<file path="config.mk">
export PLATFORM = sky130hd
export DESIGN_NAME = fft_peak_pick
export DESIGN_NICKNAME = d
export VERILOG_FILES = /design/src/rtl/fft_peak_pick.sv
export SDC_FILE = /design/constraint.sdc
export NUM_CORES = 2
export LEC_CHECK = 0
export BUFFER_PORTS_ARGS = -buffer_cell sky130_fd_sc_hd__buf_2
export CORE_ASPECT_RATIO = 1.4
export CORE_MARGIN = 8
export CORE_UTILIZATION = 46
export DETAILED_ROUTE_END_ITERATION = 8
export HOLD_SLACK_MARGIN = 0.06
export MAX_ROUTING_LAYER = met4
export SETUP_SLACK_MARGIN = 0.02
export SYNTH_ARGS = -nofsm -noshare
export SYNTH_HDL_FRONTEND = slang
export SYNTH_SLANG_ARGS = --single-unit
</file>
<file path="constraint.sdc">
create_clock -name clk -period 7.1 [get_ports clk]
set_input_delay 0.355 -clock clk [delete_from_list [all_inputs] [get_ports clk]]
set_output_delay 0.355 -clock clk [all_outputs]
set_load 0.01 [all_outputs]
</file>
<file path="src/rtl/fft_peak_pick.sv">
// Purpose: squared-magnitude peak search over the lower half of one FFT frame per packet.
// Latency: result strobe 3 clk after the accepted eop sample.
// Backpressure: none; the sink is never stalled and results are single-cycle strobes.
`timescale 1ns/1ps
module fft_peak_pick #(
    parameter int FFT_DEPTH = 11,
    parameter int FFT_WIDTH = 20,
    parameter bit SKIP_DC   = 1'b1
) (
    input  logic                          clk,
    input  logic                          reset,
    input  logic                          sink_sop,
    input  logic                          sink_eop,
    input  logic                          sink_valid,
    input  logic signed [FFT_WIDTH-1:0]   sink_re,
    input  logic signed [FFT_WIDTH-1:0]   sink_im,
    output logic                          source_valid,
    output logic        [FFT_DEPTH-2:0]   source_bin,
    output logic signed [FFT_WIDTH-1:0]   source_re,
    output logic signed [FFT_WIDTH-1:0]   source_im,
    output logic        [2*FFT_WIDTH-1:0] source_mag,
    output logic                          busy,
    output logic                          error
);
    localparam int MW = 2 * FFT_WIDTH;
    localparam int BW = FFT_DEPTH - 1;
    localparam logic [BW-1:0] INIT_BIN = BW'(SKIP_DC);

    typedef enum logic [1:0] {IDLE, COLLECT, DRAIN} state_t;

    state_t                 state, state_nxt;
    logic [FFT_DEPTH-1:0]   cnt, cnt_nxt, in_bin;
    logic                   take, first, last, err_nxt, error_q;

    logic                   s1_vld, s1_first, s1_last, s1_cand;
    logic [BW-1:0]          s1_bin;
    logic signed [FFT_WIDTH-1:0] s1_re, s1_im;

    logic                   s2_vld, s2_first, s2_last, s2_cand;
    logic [BW-1:0]          s2_bin;
    logic signed [FFT_WIDTH-1:0] s2_re, s2_im;
    logic signed [MW-1:0]   s2_rr, s2_ii;

    logic [BW-1:0]          pk_bin, base_bin, nx_bin;
    logic signed [FFT_WIDTH-1:0] pk_re, pk_im, base_re, base_im, nx_re, nx_im;
    logic [MW-1:0]          pk_mag, base_mag, nx_mag, mag;

    // Intake FSM; a sop is always taken as a fresh frame start, whatever the state.
    always_comb begin
        state_nxt = state;
        cnt_nxt   = cnt;
        take      = 1'b0;
        first     = 1'b0;
        last      = 1'b0;
        err_nxt   = 1'b0;
        if (state == DRAIN && s2_vld && s2_last)
            state_nxt = IDLE;
        if (sink_valid) begin
            if (sink_sop) begin
                err_nxt   = (state == COLLECT);
                take      = 1'b1;
                first     = 1'b1;
                cnt_nxt   = FFT_DEPTH'(1);
                state_nxt = COLLECT;
            end else if (state != COLLECT) begin
                err_nxt = 1'b1;
            end else if (sink_eop) begin
                if (cnt == '1) begin
                    take      = 1'b1;
                    last      = 1'b1;
                    state_nxt = DRAIN;
                end else begin
                    err_nxt   = 1'b1;
                    state_nxt = IDLE;
                end
            end else if (cnt == '1) begin
                err_nxt   = 1'b1;
                state_nxt = IDLE;
            end else begin
                take    = 1'b1;
                cnt_nxt = cnt + FFT_DEPTH'(1);
            end
        end
    end

    assign in_bin = first ? '0 : cnt;
    assign busy   = (state != IDLE);
    assign error  = error_q & ~reset;

    // Final stage: the first sample of a frame compares against a cleared peak, not the old one.
    always_comb begin
        mag      = $unsigned(s2_rr) + $unsigned(s2_ii);
        base_bin = s2_first ? INIT_BIN : pk_bin;
        base_re  = s2_first ? '0 : pk_re;
        base_im  = s2_first ? '0 : pk_im;
        base_mag = s2_first ? '0 : pk_mag;
        nx_bin   = base_bin;
        nx_re    = base_re;
        nx_im    = base_im;
        nx_mag   = base_mag;
        if (s2_cand && mag > base_mag) begin
            nx_bin = s2_bin;
            nx_re  = s2_re;
            nx_im  = s2_im;
            nx_mag = mag;
        end
    end

    always_ff @(posedge clk) begin
        if (reset) begin
            state        <= IDLE;
            cnt          <= '0;
            error_q      <= 1'b0;
            s1_vld       <= 1'b0;
            s2_vld       <= 1'b0;
            source_valid <= 1'b0;
            source_bin   <= '0;
            source_re    <= '0;
            source_im    <= '0;
            source_mag   <= '0;
            pk_bin       <= '0;
            pk_re        <= '0;
            pk_im        <= '0;
            pk_mag       <= '0;
        end else begin
            state        <= state_nxt;
            cnt          <= cnt_nxt;
            error_q      <= err_nxt;
            s1_vld       <= take;
            s2_vld       <= s1_vld;
            source_valid <= s2_vld && s2_last;
            if (s2_vld) begin
                pk_bin <= nx_bin;
                pk_re  <= nx_re;
                pk_im  <= nx_im;
                pk_mag <= nx_mag;
                if (s2_last) begin
                    source_bin <= nx_bin;
                    source_re  <= nx_re;
                    source_im  <= nx_im;
                    source_mag <= nx_mag;
                end
            end
        end
    end

    // Datapath registers carry no reset; only the valids qualify them.
    always_ff @(posedge clk) begin
        if (take) begin
            s1_first <= first;
            s1_last  <= last;
            s1_cand  <= !in_bin[FFT_DEPTH-1] && !(SKIP_DC && in_bin == '0);
            s1_bin   <= in_bin[BW-1:0];
            s1_re    <= sink_re;
            s1_im    <= sink_im;
        end
        if (s1_vld) begin
            s2_first <= s1_first;
            s2_last  <= s1_last;
            s2_cand  <= s1_cand;
            s2_bin   <= s1_bin;
            s2_re    <= s1_re;
            s2_im    <= s1_im;
            s2_rr    <= MW'(s1_re) * MW'(s1_re);
            s2_ii    <= MW'(s1_im) * MW'(s1_im);
        end
    end
endmodule

</file>
; ---- After elaboration in Yosys (flattened, before gate mapping)
; Cells that the tools add are included.
[classes]
mux = 31
addsub = 2
bitwise_logic = 4
reduce_logical = 13
n_lt_le_gt_ge = 1
n_eq_ne = 7
multipliers = 2
[ops]
columns = op, n
row1 = $mul 20x20->40, 2
row2 = $mux 20, 4
row3 = $mux 40, 2
row4 = $mux 11, 5
row5 = $add 40x40->40, 1
row6 = $gt 40x40->1, 1
row7 = $mux 10, 2
row8 = $mux 2, 7
row9 = $add 11x1->11 const B, 1
row10 = $eq 11x11->1 const B, 1
row11 = $logic_not 11->1, 1
row12 = $mux 1, 11
row13 = $ne 2x2->1 const B, 3
row14 = $logic_and 1x1->1, 5
row15 = $reduce_and 4->1, 1
row16 = $reduce_or 4->1, 1
row17 = $not 1->1, 3
row18 = $eq 2x1->1 const B, 1
row19 = $eq 2x2->1 const B, 1
row20 = $logic_not 1->1, 2
row21 = $ne 2x1->1 const B, 1
row22 = $reduce_and 2->1, 1
row23 = $reduce_bool 2->1, 1
row24 = $reduce_or 2->1, 1
row25 = $and 1x1->1, 1
[totals]
word_cells = 88
output_inout_bits = 93
inputBits = 45
ff_bits = 383

; ---- Longest topological paths before layout
[depth]
word_depth = 9
depth_mapped = 28
ltp_nobuf = 26

; ---- Worst setup path after synthesis
; No wires, ideal clock.
[synth_path]
path_type = reg2reg
from = register s1_im[19]
to = register s2_ii[38] (data pin)
path_buffers = 2
arrival_ns = 7.229
path_slack_ns = -0.264
required_ns = 6.965
synth_period_minus_slack_ns = 7.364
stages_incl_launch_ff = 25
setup_time_ns = 0.135
path_cell_list = edfxtp_1 > clkbuf_1 > clkbuf_1 > nand2_1 > fa_1 > inv_1 > fa_1 > inv_1 > fa_1 > inv_1 > fa_1 > fa_1 > fa_1 > inv_1 > fa_1 > inv_1 > ha_1 > and3_1 > and4_1 > and3_1 > a211o_1 > a41oi_2 > o31ai_1 > or4_1 > nand3_1
[synth_between]
elab_chain_cells = 1
[synth_rtl]
columns = item, line
row1 = "start, declared", 37  ; logic signed [FFT_WIDTH-1:0] s1_re, s1_im;
row2 = "start signal, assigned", 155  ; s1_im <= sink_im;
row3 = $mul 20x20->40, 165  ; s2_ii <= MW'(s1_im) * MW'(s1_im);
row4 = "end signal, assigned", 165
row5 = "end, declared", 42  ; logic signed [MW-1:0] s2_rr, s2_ii;
; Every way passes these cells.
; A chain may end at the register's enable or synchronous reset.

; ---- Final worst setup path
[layout_path]
from = register s1_im[5]
to = register s2_ii[28] (data pin)
; The elaborated chain is that of the path after synthesis.

==> metrics.txt <==
outcome=finished clean; area share of the largest cell type after synthesis=between 30 and 40%; drt drc=0; vias in the first global route=~34000; initial detailed-routing violation count=1685; DPL Wire Length=slightly below 90000 µm; CTS tree=done; Final setup viols=0; largest net degree at the start of global routing=roughly 110; area grow syn2layout=13.5%; unrepaired setup endpoints after global routing=true; die width=around 280 µm; gp weighted congestion=0.920; worst-path cell chain=buf_6, and2_1, fa_1, inv_2, fa_1, fa_1, fa_1, inv_1, fa_1, fa_1, inv_1, fa_1, inv_1, ha_1, a21o_1, a21o_1, a22o_1, a41o_1, a221o_1, a21oi_1, a21oi_1, o41ai_2, xnor2_1; max-cap viol count=0; CP Class=reg2reg; Synth Cell Area=around 0.043 mm²; max-slew violation count=0; routed len/inst=19.0 µm; Yosys warnings=0; Final nets=5780; Post-synth ARST share=0%; Max clock buf depth=3; Seq/Total Area, Yosys=roughly 22%; Port Buf Inserts=between 100 and 150; total track usage=a little under a quarter; syn avg cell area=between 9 and 10 µm²; post-synth top area cell=fa_1; total core area=between 0.09 and 0.1 mm²; relative slew slack=roughly a third; Synthesized Nets=around 5500; Worst Hold Class=in2reg; DR pass1 iterations=5; initial core utilization=between 40% and 50%; WL final=roughly 110000 µm; Root Buffer=clkbuf_16; CTS H-tree depth=2; share of layout cells above drive strength 1=12.3%; worst-path maximum fanout=4; TritonCTS Sinks=~380; Die Area=0.104 mm²; Mapped Cells=around 4400; most used flip-flop cell after synthesis=dfxtp_1; Final min period=about 7000 ps; synth top area cells=fa_1 36%, edfxtp_1 13%, dfxtp_1 9.1%; # fillers=between 8000 and 9000; worst-margin pin slew=a little over 1000 ps; post-synthesis cell type count=~80; DR vias/cell=5.31; final antenna-violating net count=0; num ports=~140; WHS=95.8 ps; CP arrival=slightly above 7000 ps; count leader, synth=inv_1; Worst Clk Skew=27.3 ps; clock-pin transition on the worst setup and hold timing paths=around 80 ps; Hold Vio Cnt, Final=0; most numerous cell on the critical path=fa_1; FMAX=between 100 and 150 MHz; final worst path period share=97.5%; first-pass GRT wire length=179000 µm; Worst Setup End Kind=flip-flop; Worst EP required=between 7000 and 8000 ps; routed vias=between 30000 and 40000; slowest stage cell, crit path=fa_1; cts bufs inserted=38; initial antenna violation count=1; leading cell types by count after synthesis=935 x inv_1, 773 x fa_1, 344 x nand2_1, 289 x ha_1, 221 x nor2_1; number of synthesized flops with an enable pin=182; register bit total from synthesis=approximately 380; Critical Path Start Type=flip-flop; slowest stage delay, CP=~540 ps; Die Y=379 µm; clk_lat worst skew=590 ps; gr ovfl total=0; row cnt=between 100 and 150
## critical path, delay by kind of cell, from the launching register on
| kind | cells | cell delay [ps] |
|---|---|---|
| AO/OA/AOI/OAI | 8 | 1800 |
| AND/OR/NAND/NOR | 1 | 160 |
| flip-flops | 1 | 460 |
| buffers and inverters | 5 | 370 |
| XOR/XNOR | 1 | 110 |
| adder cells (fa/ha/maj) | 8 | 3740 |
## layout by cell type (no fill, tap or decap), types with 40 or more instances in the layout
master,instances
inv_1,926
fa_1,766
nand2_1,337
ha_1,284
buf_4,224
nor2_1,214
a21oi_1,199
dfxtp_1,195
edfxtp_1,182
and2_1,162
buf_2,136
o21ai_0,107
nand3_1,94
xnor2_1,85
a32oi_1,75
a21o_1,54
nor2b_1,51
xor2_1,51
clkbuf_16,42
dlygate4sd3_1,40
## layer usage
layer  GRT usage [%]  wire (µm)  up-vias
met2            41.2      60400      687
met4            9.31       5280        0
met3            1.98       4350      225
met1            25.1      42700    16100
li1                -          -    14500
met5               -          0        -
## timing repair
action / in CTS / in global routing
gates resized for setup: 0 / 93
pin swaps: 0 / 52
cloned: 0 / 2
setup buffers: 3 / 56
endpoints found under the setup margin: 2 / 20
hold endpoints to repair: 40 / 0
hold buffers: 40 / 0
## cell families after synthesis
group           after synthesis  share of synthesized area, %
buf+inv                    1117                          9.72
compound gates              655                          10.2
flops                       379                          21.8
mux                          16                         0.382
simple gates               1010                          11.1
xor+xnor                    136                          2.75
fa+ha+maj                  1062                          44.1
## stage by stage
stage	std cells	setup TNS, ps	setup slack (ps)	utilization [%]	cell area, µm²
global route	5918	-113	-28.9	52.5	49100
global placement	5747	0	51.0	49.8	46600
detailed placement	5747	0	19.3	49.8	46600
finish	5920	0	179	52.5	49100
CTS	5860	0	40.7	51.6	48200
floorplan	4375	-11.7	-11.7	-	43300
## layout make-up
cell class / instances / area [µm²] / share of cell area, %
repair buffers: 439 / 3430 / 6.98
clock buffers: 53 / 1110 / 2.26
multi-input cells: 2879 / 29900 / 61.0
flip-flops and latches: 379 / 9420 / 19.2
clock inverters: 17 / 148 / 0.301
inverters: 936 / 3520 / 7.17
diodes: 2 / 5.00 / 0.0102
well taps: 1215 / 1520 / 3.10
## flip-flops by register name (all words and copies together) (netlist names), 11 cells and up
| register | flops |
|---|---|
| pk_mag | 40 |
| source_im | 20 |
| s2_rr | 38 |
| s1_im | 20 |
| s2_re | 20 |
| cnt | 11 |
| s1_re | 20 |
| s2_im | 20 |
| pk_re | 20 |
| source_mag | 40 |
| source_re | 20 |
| s2_ii | 38 |
| pk_im | 20 |
## worst paths after layout
path	slack (ps)	endpoint	from	cells past startpoint
setup / recovery	180	s2_ii[28]$_DFFE_PP_	s1_im[5]$_DFFE_PP_	23
hold / removal	100	s1_re[17]$_DFFE_PP_	sink_re[17]	1
setup reg to reg	180	s2_ii[28]$_DFFE_PP_	s1_im[5]$_DFFE_PP_	23
hold reg to reg	420	s2_bin[7]$_DFFE_PP_	s1_bin[7]$_DFFE_PP_	0
Power is not shown: default switching activity piles up to over one toggle a cycle in this logic, so the estimate is an artifact.
